<file path="src/rtl/vicii_pkg.sv">
// rtl/vicii_pkg.sv - shared constants and types for the VIC-II sprite pixel path
//
// Purpose: register addresses of the collision latches, default sprite count
// and the 4-bit colour type used by every pixel-carrying signal.
package vicii_pkg;

  // Collision register offsets within the VIC-II register window.
  localparam logic [5:0] ADDR_MM = 6'h1E;  // sprite-sprite collision ($D01E)
  localparam logic [5:0] ADDR_MD = 6'h1F;  // sprite-data collision ($D01F)

  // The register map (8-bit enable/priority/collision registers) assumes 8.
  localparam int NSPR_DEFAULT = 8;

  // VIC-II palette index.
  typedef logic [3:0] color_t;

endpackage

</file>
<file path="src/rtl/vicii_prio_enc.sv">
// rtl/vicii_prio_enc.sv - lowest-index-wins priority encoder with an any flag
//
// Purpose: returns the index of the lowest set bit of req (bit 0 has the
// highest priority) and whether any bit is set at all.
// Ports:
//   req  in   N       request vector
//   idx  out  IW      index of the lowest set bit; 0 when req is empty
//   any  out  1       1 = at least one bit of req is set
module vicii_prio_enc #(
  parameter int N  = 8,
  parameter int IW = (N > 1) ? $clog2(N) : 1
) (
  input  logic [N-1:0]  req,
  output logic [IW-1:0] idx,
  output logic          any
);

  // Scanning from the top down lets the lowest set bit overwrite the rest,
  // so the final assignment is the highest-priority request.
  always_comb begin
    idx = '0;
    any = |req;
    for (int i = N - 1; i >= 0; i--) begin
      if (req[i]) begin
        idx = IW'(i);
      end
    end
  end

endmodule

</file>
<file path="src/rtl/vicii_sprite_mux.sv">
// rtl/vicii_sprite_mux.sv - sprite priority mux and collision latches
//
// Purpose: per pixel slot, picks the winning sprite among the active ones,
// resolves it against the graphics foreground, and latches sprite-sprite (MM)
// and sprite-data (MD) collisions with clear-on-read and IRQ pulses.
// Ports:
//   clk        in   1        system clock
//   reset      in   1        synchronous, active-high reset
//   pix_en     in   1        pixel-slot qualifier; pixel/collision logic advances only when 1
//   spr_en     in   NSPR     per-sprite pixel enable from the sprite units
//   spr_pix    in   4*NSPR   per-sprite colour, sprite n at [4n+3:4n]
//   ME         in   NSPR     sprite enable register ($D015)
//   MDP        in   NSPR     sprite-data priority ($D01B), 1 = behind graphics
//   bg_pix     in   4        graphics/background colour for this slot
//   bg_fg      in   1        1 = graphics pixel is foreground
//   reg_rd     in   1        CPU register read strobe, one clk wide
//   reg_addr   in   6        CPU register address
//   pixel_out  out  4        resolved colour (1 clk latency)
//   spr_hit    out  1        1 = pixel_out comes from a sprite
//   rd_data    out  8        read data for $1E/$1F, else 0
//   rd_hit     out  1        1 = rd_data is valid for the last reg_rd
//   irq_mmc    out  1        one-clk pulse on a new sprite-sprite collision
//   irq_mbc    out  1        one-clk pulse on a new sprite-data collision
module vicii_sprite_mux
  import vicii_pkg::*;
#(
  parameter int NSPR = NSPR_DEFAULT
) (
  input  logic              clk,
  input  logic              reset,
  input  logic              pix_en,
  input  logic [NSPR-1:0]   spr_en,
  input  logic [4*NSPR-1:0] spr_pix,
  input  logic [NSPR-1:0]   ME,
  input  logic [NSPR-1:0]   MDP,
  input  logic [3:0]        bg_pix,
  input  logic              bg_fg,
  input  logic              reg_rd,
  input  logic [5:0]        reg_addr,
  output logic [3:0]        pixel_out,
  output logic              spr_hit,
  output logic [7:0]        rd_data,
  output logic              rd_hit,
  output logic              irq_mmc,
  output logic              irq_mbc
);

  localparam int IW = (NSPR > 1) ? $clog2(NSPR) : 1;
  localparam logic [NSPR-1:0] ONE = NSPR'(1);

  // ---------------------------------------------------------------------------
  // State
  // ---------------------------------------------------------------------------
  color_t          pixel_out_q, pixel_out_d;
  logic            spr_hit_q,   spr_hit_d;
  logic [7:0]      rd_data_q,   rd_data_d;
  logic            rd_hit_q,    rd_hit_d;
  logic            irq_mmc_q,   irq_mmc_d;
  logic            irq_mbc_q,   irq_mbc_d;
  logic [NSPR-1:0] mm_q,        mm_d;
  logic [NSPR-1:0] md_q,        md_d;

  // ---------------------------------------------------------------------------
  // Winner select
  // ---------------------------------------------------------------------------
  logic [NSPR-1:0] act;
  logic [IW-1:0]   win;
  logic            win_any;
  color_t          win_pix;
  logic            win_behind;

  assign act = spr_en & ME;

  vicii_prio_enc #(
    .N  (NSPR),
    .IW (IW)
  ) u_prio_enc (
    .req (act),
    .idx (win),
    .any (win_any)
  );

  always_comb begin
    win_pix = '0;
    for (int i = 0; i < NSPR; i++) begin
      if (win == IW'(i)) begin
        win_pix = spr_pix[4*i +: 4];
      end
    end
  end

  // Only the winner's priority bit matters: a lower sprite in front of the
  // graphics never shows through a winner hidden behind them.
  assign win_behind = MDP[win] & bg_fg;

  // ---------------------------------------------------------------------------
  // Collision sets
  // ---------------------------------------------------------------------------
  logic            multi_act;
  logic [NSPR-1:0] new_mm;
  logic [NSPR-1:0] new_mb;

  // Clearing the lowest set bit leaves something only if two or more are set.
  assign multi_act = |(act & (act - ONE));
  assign new_mm    = (pix_en && multi_act) ? act : '0;
  assign new_mb    = (pix_en && bg_fg)     ? act : '0;

  // ---------------------------------------------------------------------------
  // Clear-on-read and register update
  // ---------------------------------------------------------------------------
  logic            clr_mm;
  logic            clr_mb;
  logic [NSPR-1:0] base_mm;
  logic [NSPR-1:0] base_mb;

  assign clr_mm  = reg_rd && (reg_addr == ADDR_MM);
  assign clr_mb  = reg_rd && (reg_addr == ADDR_MD);
  assign base_mm = clr_mm ? '0 : mm_q;
  assign base_mb = clr_mb ? '0 : md_q;

  always_comb begin
    // Collision latches: new bits are OR-ed on top of the (possibly cleared)
    // base, so a hit landing in the read clk survives the clear.
    mm_d = base_mm | new_mm;
    md_d = base_mb | new_mb;

    // IRQ only on the empty -> non-empty transition of the register.
    irq_mmc_d = (base_mm == '0) && (new_mm != '0);
    irq_mbc_d = (base_mb == '0) && (new_mb != '0);

    // Pixel path holds between pixel slots.
    pixel_out_d = pixel_out_q;
    spr_hit_d   = spr_hit_q;
    if (pix_en) begin
      if (!win_any || win_behind) begin
        pixel_out_d = bg_pix;
        spr_hit_d   = 1'b0;
      end else begin
        pixel_out_d = win_pix;
        spr_hit_d   = 1'b1;
      end
    end

    // Read port returns the pre-clear register value.
    rd_hit_d  = 1'b0;
    rd_data_d = rd_data_q;
    if (reg_rd) begin
      if (clr_mm) begin
        rd_hit_d  = 1'b1;
        rd_data_d = 8'(mm_q);
      end else if (clr_mb) begin
        rd_hit_d  = 1'b1;
        rd_data_d = 8'(md_q);
      end else begin
        rd_data_d = '0;
      end
    end
  end

  always_ff @(posedge clk) begin
    if (reset) begin
      pixel_out_q <= '0;
      spr_hit_q   <= 1'b0;
      rd_data_q   <= '0;
      rd_hit_q    <= 1'b0;
      irq_mmc_q   <= 1'b0;
      irq_mbc_q   <= 1'b0;
      mm_q        <= '0;
      md_q        <= '0;
    end else begin
      pixel_out_q <= pixel_out_d;
      spr_hit_q   <= spr_hit_d;
      rd_data_q   <= rd_data_d;
      rd_hit_q    <= rd_hit_d;
      irq_mmc_q   <= irq_mmc_d;
      irq_mbc_q   <= irq_mbc_d;
      mm_q        <= mm_d;
      md_q        <= md_d;
    end
  end

  assign pixel_out = pixel_out_q;
  assign spr_hit   = spr_hit_q;
  assign rd_data   = rd_data_q;
  assign rd_hit    = rd_hit_q;
  assign irq_mmc   = irq_mmc_q;
  assign irq_mbc   = irq_mbc_q;

endmodule

</file>
<file path="config.mk">
export PLATFORM = sky130hd
export DESIGN_NAME = vicii_sprite_mux
export DESIGN_NICKNAME = d
export VERILOG_FILES = /design/src/rtl/vicii_pkg.sv /design/src/rtl/vicii_prio_enc.sv /design/src/rtl/vicii_sprite_mux.sv
export SDC_FILE = /design/constraint.sdc
export NUM_CORES = 1
export LEC_CHECK = 0
export BUFFER_PORTS_ARGS = -buffer_cell sky130_fd_sc_hd__buf_2
export CORE_MARGIN = 2
export CORE_UTILIZATION = 49
export CTS_BUF_LIST = sky130_fd_sc_hd__clkbuf_8
export DETAILED_ROUTE_END_ITERATION = 12
export GPL_TIMING_DRIVEN = 0
export PLACE_DENSITY_LB_ADDON = 0.3
export RECOVER_POWER = 50
export SYNTH_ARGS = -nofsm -noshare
export SYNTH_HDL_FRONTEND = slang
export SYNTH_SLANG_ARGS = --single-unit
</file>
<file path="constraint.sdc">
create_clock -name clk -period 3.1 [get_ports clk]
set_input_delay 0.31 -clock clk [delete_from_list [all_inputs] [get_ports clk]]
set_output_delay 0.31 -clock clk [all_outputs]
set_load 0.01 [all_outputs]
</file>
# == After elaboration in Yosys (flattened, before gate mapping) ==
# Index checks and enable logic that the tools add are counted.
# totals
input_bits,71
ff_bits,32
word_cells,69
# op_classes
eq_ne,9
n_mux,28
order_cmp,1
n_addsub,1
bitwise_logic,6
reduce_logical,16
# ops
cell,count
8-bit two-way mux,6
4-bit two-way mux,9
3-bit two-way mux,8
8-bit AND,2
8-bit zero test,2
8-bit OR,2
8-bit nonzero test,2
8-bit OR reduction,2
"3-bit == test, second input constant",4
"6-bit by 5-bit == test with 1-bit output, second input constant",2
"8-bit by 1-bit subtractor with 8-bit output, second input constant",1
"3-bit by 2-bit == test with 1-bit output, second input constant",2
1-bit logical AND,6
"3-bit by 4-bit < comparator with 1-bit output, second input constant",1
1-bit two-way mux,4
1-bit binary-select mux with 3-bit select,1
"3-bit by 1-bit == test with 1-bit output, second input constant",1
3-bit zero test,1
2-bit OR reduction,1
1-bit AND,1
1-bit zero test,1
1-bit logical OR,1
1-bit NOT,1

# == Depth between registers and ports, before layout ==
# Gate-level depths: netlist of run 1.
# depth
ltp_word,19
depth_mapped,10
mapped_depth_nobuf,8

# == Modules after synthesis ==
# A second synthesis of run 1 with hierarchy kept.
# hier_totals
cells_unflattened,221
area_unflattened_um2,1884.3
# modules_own_cells
module,seq_area_each_um2,area_each_um2,cells_per_inst,instances
vicii_sprite_mux,640.6,1803.0,208,1
vicii_prio_enc,0.0,81.3,13,1

# == Worst setup path before layout of run 1 ==
# No wires, ideal clock.
# synth_path
path_kind,input to register
start,input port spr_en[6]
end,"register pixel_out_q[1], in the netlist pixel_out[1]"
path_buffers,1
t_required_ps,3026
t_arrival_ps,2272
path_stages,9
path_slack_ps,753
path_cell_list,and2_1 -> buf_6 -> o211ai_4 -> nand2_4 -> a211o_1 -> a32o_1 -> a211o_1 -> or3_1 -> a31oi_1
# synth_between
elab_chain_len,18
# synth_lines
element,line_no,text
from (decl),vicii_sprite_mux.sv:32,"input logic [NSPR-1:0] spr_en,"
8-bit AND (*),vicii_sprite_mux.sv:72,assign act = spr_en & ME;
3-bit two-way mux (7 in a row),vicii_prio_enc.sv:24,if (req[i]) begin
3-bit zero test,vicii_sprite_mux.sv:86,if (win == IW'(i)) begin
4-bit two-way mux (8 in a row),vicii_sprite_mux.sv:86,
4-bit two-way mux (*),vicii_sprite_mux.sv:135,if (!win_any || win_behind) begin
to (signal assigned),vicii_sprite_mux.sv:171,pixel_out_q <= pixel_out_d;
to (decl),vicii_sprite_mux.sv:54,"color_t pixel_out_q, pixel_out_d;"
# Every way passes the cells marked *; elsewhere a longest branch is shown, timed or not. The select of a mux whose other input is x is not followed.
# A chain may end at the register's enable or synchronous reset.

# == Worst setup path in the final report of run 1 ==
# layout_path
start,input port spr_en[2]
end,"register pixel_out_q[1], in the netlist pixel_out[1]"
# layout_between
elab_chain_len,14
# layout_lines
element,line_no
8-bit AND (*),vicii_sprite_mux.sv:72
3-bit two-way mux (3 in a row),vicii_prio_enc.sv:24
3-bit zero test,vicii_sprite_mux.sv:86
4-bit two-way mux (8 in a row),vicii_sprite_mux.sv:86
4-bit two-way mux (*),vicii_sprite_mux.sv:135
# Marked as above.

==> flow_metrics.env, run 1 <==
export IMPL_fin_nets=408
export IMPL_postSynthCellCount=247
export IMPL_cts_tree="built"
export IMPL_grt_pass1_wl_mm=9.51
export IMPL_synth_seq_cells=32
export IMPL_area_of_the_mapped_netlist_mm2=0.00199
export IMPL_buffer_ports_inserted=83
export IMPL_hp_start="spr_pix[28]"
export IMPL_die_width_um=67.7
export IMPL_cts_sinks=32
export IMPL_grt_antenna_before_repair=0
export IMPL_cts_buffers_inserted=5
export IMPL_synth_seq_area_share=0.322
export IMPL_via_per_inst=5.93
export IMPL_synth_enable_flop_cells=0
export IMPL_timing_critical_path_from="spr_en[2]"
export IMPL_post_synth_cell_area_avg_um2=8.05
export IMPL_switching_power_uw=310
export IMPL_layout_cell_share_with_drive_strength_beyond_1=0.263
export IMPL_cts_htree_levels=2
export IMPL_post_synthesis_cell_type_count=43
export IMPL_cts_repair_timing_setup_buffer_count=0
export IMPL_grt_start_max_net_pins=11
export IMPL_detailroute_via_count=2300
export IMPL_placed_cells_incl_taps=380
export IMPL_initial_core_util=0.504
export IMPL_maxCapViolations=0
export IMPL_routedWlPerCell_um=15.5
export IMPL_post_dp_hpwl_mm=4.59
export IMPL_critical_path_endpoint_type="flip-flop"
export IMPL_area_growth_syn_to_layout_pct=27.5
export IMPL_insertion_delay_ns=0.29
export IMPL_accumulated_negative_setup_slack_ns=0
export IMPL_setup_slack_ns=0.534
export IMPL_power_density_cell_area_mw_per_mm2=407
export IMPL_total_leakage_power_nw=1.07
export IMPL_gate_power_share=0.259
export IMPL_setup_worst_path_class="input pin to flip-flop"
export IMPL_ys_async_sr_fraction=0
export IMPL_synth_flop_cell="sky130_fd_sc_hd__dfxtp_1"
export IMPL_placementRows=23
export IMPL_worst_ep_arrival_time_ns=2.77
export IMPL_gp_congestion=0.917
export IMPL_slew_violations=0
export IMPL_slew_worst_pin_ns=1.20
export IMPL_report_power_total_mw=1.03
export IMPL_io_pins=87
export IMPL_hold_viol_final=0
export IMPL_max_freq_mhz=390
export IMPL_critical_path_reg2reg_startpoint="md_q[6]"
export IMPL_finClkSkew_ns=0.00292
export IMPL_synth_most_common_cell="sky130_fd_sc_hd__dfxtp_1"
export IMPL_yosys_area_top_type="sky130_fd_sc_hd__dfxtp_1"
export IMPL_unrepaired_setup_endpoints_after_global_routing="no"
export IMPL_clk_transition_reported_paths_ns=0.06
export IMPL_cts_buffer_depth=2
export IMPL_postSynthNetCount=318
export IMPL_clock_root_buffer="sky130_fd_sc_hd__clkbuf_8"
export IMPL_drc=0
export IMPL_final_cell_count_no_fill=388
export IMPL_seq_power_share=0.429
export IMPL_globalRouteTotalUtil=0.278
export IMPL_hold_path_class="input pin to flip-flop"
export IMPL_placeableCoreArea_mm2=0.00394
export IMPL_internal_power_uw=721
export IMPL_timing_slew_headroom=0.195
export IMPL_share_clk_of_total_power=0.311
export IMPL_floorplan_die_area_mm2=0.00458
export IMPL_synth_yosys_warnings=0
export IMPL_hold_buffers=0
export IMPL_synth_top_cells_by_count="sky130_fd_sc_hd__dfxtp_1 (32), sky130_fd_sc_hd__a21oi_1 (26), sky130_fd_sc_hd__nor2_1 (24)"
export IMPL_first_global_vias=2081
export IMPL_post_route_minimum_period_ns=2.57
export IMPL_critical_path_peak_fanout=7
export IMPL_drt_iter0_drc=216
export IMPL_run_status="finished, final reports clean"
export IMPL_antennaDiodeCount=0
export IMPL_drt_antenna_violating_nets=0
export IMPL_yosysTopAreaCellShare=0.322
export IMPL_place_ws_ns=0.322
export IMPL_swShare=0.301
export IMPL_max_vdd_ir_drop_mv=0.202
export IMPL_finalSetupViolCount=0
export IMPL_synth_area_leaders="sky130_fd_sc_hd__dfxtp_1 (32%), sky130_fd_sc_hd__a21oi_1 (6.5%), sky130_fd_sc_hd__mux2_2 (5.7%), sky130_fd_sc_hd__nor2_1 (4.5%), sky130_fd_sc_hd__a22oi_1 (4.2%)"
export IMPL_cp_required_ns=3.31
export IMPL_drt_pass1_iter_count=5
export IMPL_final_period_utilization=0.828
export IMPL_wirelength_mm=6.02
export IMPL_cts_resized=0
export IMPL_fp_dieH_um=67.7
export IMPL_grt_overflow_total=0
export IMPL_crit_path_start_kind="input pin"
==> power by group through the flow <==
| stage | combinational [mW] | sequential (mW) | clock, mW |
|---|---|---|---|
| 2_1_floorplan | 0.161 | 0.453 | 0 |
| 3_3_place_gp | 0.260 | 0.451 | 0 |
| 3_5_place_dp | 0.265 | 0.451 | 0 |
| 4_1_cts | 0.267 | 0.442 | 0.328 |
| 5_1_grt | 0.293 | 0.445 | 0.349 |
| 6_report | 0.268 | 0.443 | 0.321 |
==> registers in the layout, indices dropped and copies added (netlist names) <==
| register | count |
|---|---|
| irq_mmc | 1 |
| rd_data | 8 |
| pixel_out | 4 |
| spr_hit | 1 |
| irq_mbc | 1 |
| rd_hit | 1 |
| mm_q | 8 |
| md_q | 8 |
==> critical path: stages <==
cell and delay [ns]:
sky130_fd_sc_hd__buf_2 0.12, sky130_fd_sc_hd__a22o_1 0.29, sky130_fd_sc_hd__a21oi_1 0.46, sky130_fd_sc_hd__o21ai_0 0.23
sky130_fd_sc_hd__a32o_1 0.36, sky130_fd_sc_hd__a211o_1 0.40, sky130_fd_sc_hd__or3_1 0.42, sky130_fd_sc_hd__a31oi_1 0.17
==> stage by stage <==
stage / util / hold WS, ns / cell area, um^2
finish: 0.643 / 0.281 / 2530
global route: 0.643 / 0.305 / 2530
CTS: 0.648 / 0.275 / 2560
detailed placement: 0.626 / 0.466 / 2470
global placement: 0.626 / 0.457 / 2470
floorplan: - / 0.461 / 1990
==> cells in the final DEF, fill, tap and decap left out, types with 4 or more instances in the layout <==
master and n:
sky130_fd_sc_hd__nand3_1 8, sky130_fd_sc_hd__and3_1 4, sky130_fd_sc_hd__a211oi_1 6, sky130_fd_sc_hd__clkbuf_1 25, sky130_fd_sc_hd__o21ai_0 6, sky130_fd_sc_hd__nor2_1 24
sky130_fd_sc_hd__buf_2 67, sky130_fd_sc_hd__inv_1 4, sky130_fd_sc_hd__a22oi_1 11, sky130_fd_sc_hd__a22o_1 9, sky130_fd_sc_hd__nor4_1 9, sky130_fd_sc_hd__nor2b_1 10
sky130_fd_sc_hd__mux2i_1 5, sky130_fd_sc_hd__nand2_1 22, sky130_fd_sc_hd__dfxtp_1 32, sky130_fd_sc_hd__and2_1 7, sky130_fd_sc_hd__a21oi_1 26, sky130_fd_sc_hd__clkbuf_8 6
sky130_fd_sc_hd__a211o_1 5, sky130_fd_sc_hd__nor3_1 6, sky130_fd_sc_hd__mux2_2 10
==> worst paths after layout <==
check                       to  slack, ns  depth (start not counted)
setup / recovery  pixel_out[1]       0.53                          8
hold / removal    pixel_out[0]       0.28                          3
setup reg to reg       irq_mbc       1.71                          3
hold reg to reg        spr_hit       0.48                          2
==> final cells by class <==
type                       count  area [um^2]
timing repair buffer          83          394
fill                         364         1410
tap                           50         62.6
clock inverter                 2         7.51
sequential                    32          641
clock buffer                   6         82.6
inverter                       2         7.51
multi-input combinational    201         1280
buffer                        12         61.3
==> routing by layer <==
| layer | vias to the layer above | track usage | wire length (um) |
|---|---|---|---|
| met5 | - | 0 | 0 |
| met4 | 0 | 0.0791 | 75 |
| met3 | 8 | 0.0850 | 478 |
| met2 | 95 | 0.451 | 2790 |
| met1 | 1072 | 0.354 | 2670 |
| li1 | 1125 | - | - |
==> kinds of logic after synthesis <==
group,count (synthesis),share of synthesized area
flip-flops,32,0.322
AO/OA/AOI/OAI,88,0.316
buffers and inverters,14,0.0346
multiplexers,15,0.0818
AND/OR/NAND/NOR,98,0.245
Power figures use the tool's default switching activity.
==> inputs of run 2 (changes only) <==
--- a/config.mk
+++ b/config.mk
@@ -5,9 +5,10 @@
 export SDC_FILE = /design/constraint.sdc
 export NUM_CORES = 1
 export LEC_CHECK = 0
+export ABC_AREA = 1
 export BUFFER_PORTS_ARGS = -buffer_cell sky130_fd_sc_hd__buf_2
 export CORE_MARGIN = 2
-export CORE_UTILIZATION = 49
+export CORE_UTILIZATION = 44
 export CTS_BUF_LIST = sky130_fd_sc_hd__clkbuf_8
 export DETAILED_ROUTE_END_ITERATION = 12
 export GPL_TIMING_DRIVEN = 0
==> constraint.sdc (replaced) <==
create_clock -name clk -period 2.25 [get_ports clk]
set_input_delay 0.225 -clock clk [delete_from_list [all_inputs] [get_ports clk]]
set_output_delay 0.225 -clock clk [all_outputs]
set_load 0.01 [all_outputs]
==> run 2 against run 1 <==
Compared with the run above:
- combinational power rose by 39%
- count of clock-buffer cells in the layout fell by 1
- setup slack improved by 0.096 ns
- die area rose by 11%
- clock skew rose by 0.0012 ns
- first-iteration DRC count fell by 33%
- core utilization fell by 5.6 points
- area after synthesis rose by 0.25%
- worst hold slack got worse by 0.055 ns
- design area rose by 0.79%
- sequential power rose by 38%
- via count fell by 1.3%
==> flow_metrics.env, run 2 <==
export IMPL_run_status="finished, final reports clean"
export IMPL_critical_path_slowest_cell="sky130_fd_sc_hd__nor3_1"
export IMPL_gp_congestion=0.830
export IMPL_max_freq_mhz=617
export IMPL_placementRows=24
export IMPL_gate_power_share=0.260
export IMPL_cts_buffer_depth=2
export IMPL_grtUsageMet1=0.271
export IMPL_critical_path_peak_fanout=5
export IMPL_series_of_cell_instances_along_the_critical_path="buf_2, nand2_2, inv_1, nor3_1, inv_1, nand2_2, inv_2, nand2_1, nor2_1, nand3_1, nand2_2, nand2_4, nand3_2, nor2_1, nand2_1, a21oi_2"
export IMPL_cts_htree_levels=2
export IMPL_drc=0
export IMPL_postSynthNetCount=371
export IMPL_crit_path_start_kind="input pin"
export IMPL_globalRouteTotalUtil=0.205
export IMPL_cts_sinks=32
export IMPL_via_per_inst=5.10
export IMPL_critical_path_reg2reg_startpoint="mm_q[6]"
export IMPL_routedWlPerCell_um=11.8
export IMPL_post_synthesis_cell_type_count=29
export IMPL_cts_tree="built"
export IMPL_layout_cell_share_with_drive_strength_beyond_1=0.285
export IMPL_placeableCoreArea_mm2=0.00435
export IMPL_post_dp_hpwl_mm=4.19
export IMPL_initial_core_util=0.458
export IMPL_report_power_total_mw=1.43
export IMPL_grt_antenna_before_repair=0
export IMPL_fp_dieH_um=71.3
export IMPL_cts_resized=0
export IMPL_synth_enable_flop_cells=0
export IMPL_finalSetupViolCount=0
export IMPL_first_global_vias=1966
export IMPL_synth_top_cells_by_count="sky130_fd_sc_hd__nand2_1 (70), sky130_fd_sc_hd__inv_1 (38), sky130_fd_sc_hd__dfxtp_1 (32)"
export IMPL_seq_power_share=0.428
export IMPL_antennaDiodeCount=0
export IMPL_ys_async_sr_fraction=0
export IMPL_drt_antenna_violating_nets=0
export IMPL_max_vdd_ir_drop_mv=0.238
export IMPL_detailroute_via_count=2270
export IMPL_die_width_um=71.3
export IMPL_most_common_layout_cells="sky130_fd_sc_hd__nand2_1 (70), sky130_fd_sc_hd__buf_2 (70), sky130_fd_sc_hd__inv_1 (38), sky130_fd_sc_hd__dfxtp_1 (32), sky130_fd_sc_hd__nor2_1 (30)"
export IMPL_clk_transition_reported_paths_ns=0.07
export IMPL_reg2reg_slack_ns=1.31
export IMPL_cts_repair_timing_setup_buffer_count=0
export IMPL_grt_overflow_total=0
export IMPL_postSynthCellCount=300
export IMPL_accumulated_negative_setup_slack_ns=0
export IMPL_worst_ep_arrival_time_ns=1.84
export IMPL_timing_reg2reg_worst_path_depth=3
export IMPL_clock_root_buffer="sky130_fd_sc_hd__clkbuf_8"
export IMPL_post_synth_cell_area_avg_um2=6.64
export IMPL_total_leakage_power_nw=1.24
export IMPL_insertion_delay_ns=0.29
export IMPL_internal_power_uw=965
export IMPL_finClkSkew_ns=0.00411
export IMPL_synth_area_leaders="sky130_fd_sc_hd__dfxtp_1 (32%), sky130_fd_sc_hd__nand2_1 (13%), sky130_fd_sc_hd__inv_1 (7.2%), sky130_fd_sc_hd__nor2_1 (5.6%), sky130_fd_sc_hd__o211ai_1 (5.6%)"
export IMPL_cts_buffers_inserted=5
export IMPL_timing_slew_headroom=0.692
export IMPL_power_density_cell_area_mw_per_mm2=561
export IMPL_synth_flop_cell="sky130_fd_sc_hd__dfxtp_1"
export IMPL_critPathMostFrequentCell="sky130_fd_sc_hd__nand2_2"
export IMPL_use_met2=0.327
export IMPL_final_period_utilization=0.720
export IMPL_setup_worst_path_class="input pin to flip-flop"
export IMPL_setup_slack_ns=0.630
export IMPL_synth_seq_area_share=0.321
export IMPL_hold_path_cell_count=3
export IMPL_slew_violations=0
export IMPL_groute_layer_met3_usage=0.0380
export IMPL_unrepaired_setup_endpoints_after_global_routing="no"
export IMPL_buffer_ports_inserted=85
export IMPL_switching_power_uw=470
export IMPL_grt_start_max_net_pins=13
export IMPL_worst_hold_path_endpoint="irq_mmc"
export IMPL_post_route_minimum_period_ns=1.62
export IMPL_synth_seq_cells=32
export IMPL_slew_worst_pin_ns=0.461
export IMPL_synth_most_common_cell="sky130_fd_sc_hd__nand2_1"
export IMPL_fin_nets=463
export IMPL_place_ws_ns=0.358
export IMPL_drt_pass1_iter_count=4
export IMPL_hp_start="pix_en"
export IMPL_hold_path_class="input pin to flip-flop"
export IMPL_critical_path_endpoint_type="flip-flop"
export IMPL_hold_viol_final=0
export IMPL_yosysTopAreaCellShare=0.321
export IMPL_cp_required_ns=2.47
export IMPL_wirelength_mm=5.23
export IMPL_grt_most_used_layer="met2"
export IMPL_worst_r2r_endpoint="irq_mmc"
export IMPL_fin_util=0.587
export IMPL_synth_yosys_warnings=0
export IMPL_hold_buffers=0
export IMPL_io_pins=87
export IMPL_maxCapViolations=0
export IMPL_drt_iter0_drc=145
export IMPL_area_growth_syn_to_layout_pct=28.2
export IMPL_area_of_the_mapped_netlist_mm2=0.00199
export IMPL_floorplan_die_area_mm2=0.00508
export IMPL_swShare=0.327
export IMPL_share_clk_of_total_power=0.313
export IMPL_yosys_area_top_type="sky130_fd_sc_hd__dfxtp_1"
export IMPL_max_stage_delay_ns=0.20
export IMPL_grt_pass1_wl_mm=8.41
run 2: cell count changes in the layout (fill, tap and decap cells not counted), sizes merged, moves of 8 or more:
cell and delta:
a21oi -14, a22o -9, a22oi -11, inv +37
mux2 -10, nand2 +68, nand3 +17, nand4 +16
nor2 +8, nor2b -10, o211ai +13
run 2: power groups by stage:
stage                     sequential [mW]  clock, mW  combinational [mW]
final                               0.613      0.449               0.372
after global routing                0.616      0.487               0.418
after CTS                           0.613      0.455               0.376
after detailed placement            0.626          0               0.376
after global placement              0.626          0               0.370
after floorplan                     0.633          0               0.235
run 2: layout make-up:
type / instances / area [um^2]
Buffer: 8 / 36.3
Clock buffer: 5 / 68.8
Clock inverter: 3 / 23.8
Fill cell: 436 / 1800
Inverter: 42 / 158
Multi-Input combinational cell: 218 / 1160
Sequential cell: 32 / 641
Tap cell: 52 / 65.1
Timing Repair Buffer: 85 / 404
run 2: how the worst max path moves through the flow:
stage / from / endpoint / depth (start not counted) / slack (ns)
after floorplan: spr_en[2] / pixel_out[0] / 15 / 0.70
after global placement: spr_en[2] / pixel_out[3] / 16 / 0.39
after detailed placement: spr_en[4] / pixel_out[3] / 17 / 0.36
after CTS: spr_en[4] / pixel_out[3] / 17 / 0.66
after global routing: spr_en[4] / pixel_out[3] / 17 / 0.45
final: spr_en[4] / pixel_out[1] / 16 / 0.63
run 2: cell families after synthesis:
kind of cell | count (synthesis) | share of synthesized area
buf+inv | 50 | 0.0973
compound gates | 40 | 0.138
flops | 32 | 0.321
simple gates | 178 | 0.443
run 2: critical path, delay by kind of cell:
| family | cells | cell delay [ns] |
|---|---|---|
| compound gates | 1 | 0.13 |
| buf+inv | 4 | 0.35 |
| simple gates | 11 | 1.13 |
run 2: per-layer routing:
| layer | share of wire | wire, um |
|---|---|---|
| met1 | 0.46 | 2410 |
| met5 | 0 | 0 |
| met4 | 0.021 | 112 |
| met2 | 0.47 | 2440 |
| met3 | 0.053 | 275 |
run 2: through the flow:
step	area, um^2	hold slack (ns)	std cells
4_1_cts	2580	0.213	445
6_report	2550	0.226	445
3_5_place_dp	2480	0.456	437
5_1_grt	2550	0.240	445
2_1_floorplan	1990	0.331	300
3_3_place_gp	2480	0.451	437
==> inputs of run 3 (changes only) <==
--- a/config.mk
+++ b/config.mk
@@ -5,7 +5,7 @@
 export SDC_FILE = /design/constraint.sdc
 export NUM_CORES = 1
 export LEC_CHECK = 0
-export ABC_AREA = 1
+export ABC_AREA = 0
 export BUFFER_PORTS_ARGS = -buffer_cell sky130_fd_sc_hd__buf_2
 export CORE_MARGIN = 2
 export CORE_UTILIZATION = 44
==> constraint.sdc (replaced) <==
create_clock -name clk -period 1.4 [get_ports clk]
set_input_delay 0.14 -clock clk [delete_from_list [all_inputs] [get_ports clk]]
set_output_delay 0.14 -clock clk [all_outputs]
set_load 0.01 [all_outputs]
==> run 3 against run 2 <==
Compared with the run above:
- the run now ends with setup timing left
- non-clock buffer count increased by 9
- flip-flop and latch count unchanged
- combinational power increased by 99%
- core utilization increased by 5.8 points
- global-route usage increased by 5.3 points
- worst hold slack got worse by 0.11 ns
- cell count decreased by 11%
==> flow_metrics.env, run 3 (synthesis results as in run 1) <==
export IMPL_drc=0
export IMPL_report_power_total_mw=2.45
export IMPL_clock_root_buffer="sky130_fd_sc_hd__clkbuf_8"
export IMPL_insertion_delay_ns=0.29
export IMPL_grt_start_max_net_pins=11
export IMPL_finalSetupViolCount=15
export IMPL_final_seq_area_um2=641
export IMPL_final_period_utilization=1.41
export IMPL_floorplan_die_area_mm2=0.00507
export IMPL_drt_iter0_drc=306
export IMPL_post_route_minimum_period_ns=1.97
export IMPL_hold_buffers=0
export IMPL_timing_slew_headroom=0.492
export IMPL_fill_cells=387
export IMPL_antennaDiodeCount=0
export IMPL_cts_htree_levels=2
export IMPL_grt_overflow_total=0
export IMPL_slew_violations=0
export IMPL_fp_dieH_um=71.2
export IMPL_cts_buffer_depth=2
export IMPL_share_clk_of_total_power=0.298
export IMPL_drt_antenna_violating_nets=0
export IMPL_post_dp_hpwl_mm=4.66
export IMPL_cts_buffers_inserted=5
export IMPL_fin_nets=415
export IMPL_cts_sinks=32
export IMPL_clk_transition_reported_paths_ns=0.07
export IMPL_critical_path_endpoint_type="flip-flop"
export IMPL_seq_power_share=0.400
export IMPL_fin_util=0.645
export IMPL_switching_power_uw=774
export IMPL_crit_path_start_kind="input pin"
export IMPL_total_leakage_power_nw=1.17
export IMPL_failed_checks="setup timing"
export IMPL_die_width_um=71.2
export IMPL_multiInputGateArea_mm2=0.00146
export IMPL_wirelength_mm=6.78
export IMPL_placementRows=24
export IMPL_area_growth_syn_to_layout_pct=41.3
export IMPL_most_common_layout_cells="sky130_fd_sc_hd__buf_2 (63), sky130_fd_sc_hd__dfxtp_1 (32), sky130_fd_sc_hd__nor2_1 (24), sky130_fd_sc_hd__clkbuf_1 (22), sky130_fd_sc_hd__a21oi_1 (21)"
export IMPL_power_density_cell_area_mw_per_mm2=873
export IMPL_max_freq_mhz=507
export IMPL_setup_worst_path_class="input pin to flip-flop"
export IMPL_maxCapViolations=0
export IMPL_critical_path_peak_fanout=6
export IMPL_slew_worst_pin_ns=0.756
export IMPL_run_status="finished, violations left"
export IMPL_mostFrequentLayoutCell="sky130_fd_sc_hd__buf_2"
export IMPL_detailroute_via_count=2428
export IMPL_initial_core_util=0.457
export IMPL_placeableCoreArea_mm2=0.00435
export IMPL_max_vdd_ir_drop_mv=0.726
export IMPL_internal_power_mw=1.68
export IMPL_globalRouteTotalUtil=0.258
export IMPL_buffer_ports_inserted=83
export IMPL_swShare=0.316
export IMPL_drt_pass1_iter_count=5
export IMPL_grt_pass1_wl_mm=10.5
export IMPL_setup_slack_ns=-0.574
export IMPL_cts_tree="built"
export IMPL_finClkSkew_ns=0.00795
export IMPL_cp_required_ns=1.60
export IMPL_hold_path_class="input pin to flip-flop"
export IMPL_via_per_inst=6.12
export IMPL_hold_viol_final=0
export IMPL_unrepaired_setup_endpoints_after_global_routing="yes"
export IMPL_first_global_vias=2246
export IMPL_routedWlPerCell_um=17.1
export IMPL_gp_congestion=0.944
export IMPL_io_pins=87
export IMPL_gate_power_share=0.302
export IMPL_layout_cell_share_with_drive_strength_beyond_1=0.374
export IMPL_grt_antenna_before_repair=0
export IMPL_worst_ep_arrival_time_ns=2.18
-- run 3: final cells by class --
type | count | area share
clock inverter | 2 | 0.00267
tap | 52 | 0.0232
buffer | 8 | 0.0107
timing repair buffer | 94 | 0.183
inverter | 2 | 0.00267
sequential | 32 | 0.228
clock buffer | 6 | 0.0294
multi-input combinational | 201 | 0.520
-- run 3: worst max-delay path: stages --
cell and delay [ns]:
sky130_fd_sc_hd__buf_6 0.11, sky130_fd_sc_hd__a22oi_1 0.37, sky130_fd_sc_hd__nand2_1 0.16, sky130_fd_sc_hd__a21oi_1 0.48, sky130_fd_sc_hd__o32ai_1 0.17, sky130_fd_sc_hd__nor4_1 0.39
sky130_fd_sc_hd__a21oi_2 0.10, sky130_fd_sc_hd__a221oi_2 0.25
-- run 3: worst paths after layout --
path	from	to	slack (ns)	cells after the start
setup / recovery	spr_en[2]	pixel_out[0]	-0.57	8
hold / removal	spr_pix[28]	pixel_out[0]	0.11	3
setup reg to reg	md_q[6]	irq_mbc	0.08	3
hold reg to reg	spr_hit	spr_hit	0.48	2
-- run 3: through the flow --
stage | instances | hold slack (ns) | TNS, ns | setup WS (ns) | area [um^2]
after floorplan | 247 | 0.294 | -2.70 | -0.689 | 2000
final | 397 | 0.111 | -4.08 | -0.574 | 2810
after global placement | 382 | 0.408 | -11.53 | -1.14 | 2480
after detailed placement | 382 | 0.417 | -11.74 | -1.12 | 2480
after global routing | 397 | 0.122 | -6.01 | -0.680 | 2810
after CTS | 398 | 0.109 | -4.11 | -0.514 | 2760
-- run 3: per-layer routing --
layer	track usage	part of all wire
met3	0.0478	0.089
met1	0.367	0.43
met5	0	0
met2	0.400	0.46
met4	0.0734	0.022
-- run 3: power groups by stage --
stage / combinational, mW / sequential [mW] / clock, mW
final: 0.740 / 0.981 / 0.729
after global routing: 0.797 / 0.986 / 0.761
after CTS: 0.683 / 0.979 / 0.720
after detailed placement: 0.594 / 0.999 / 0
after global placement: 0.588 / 0.999 / 0
after floorplan: 0.361 / 1.00 / 0
-- run 3: what timing repair did --
item | CTS | global route
setup endpoints to repair | 23 | 23
setup buffers | 11 | 0
pin swaps | 15 | 1
hold endpoints to repair | 0 | 0
resized for setup | 31 | 21
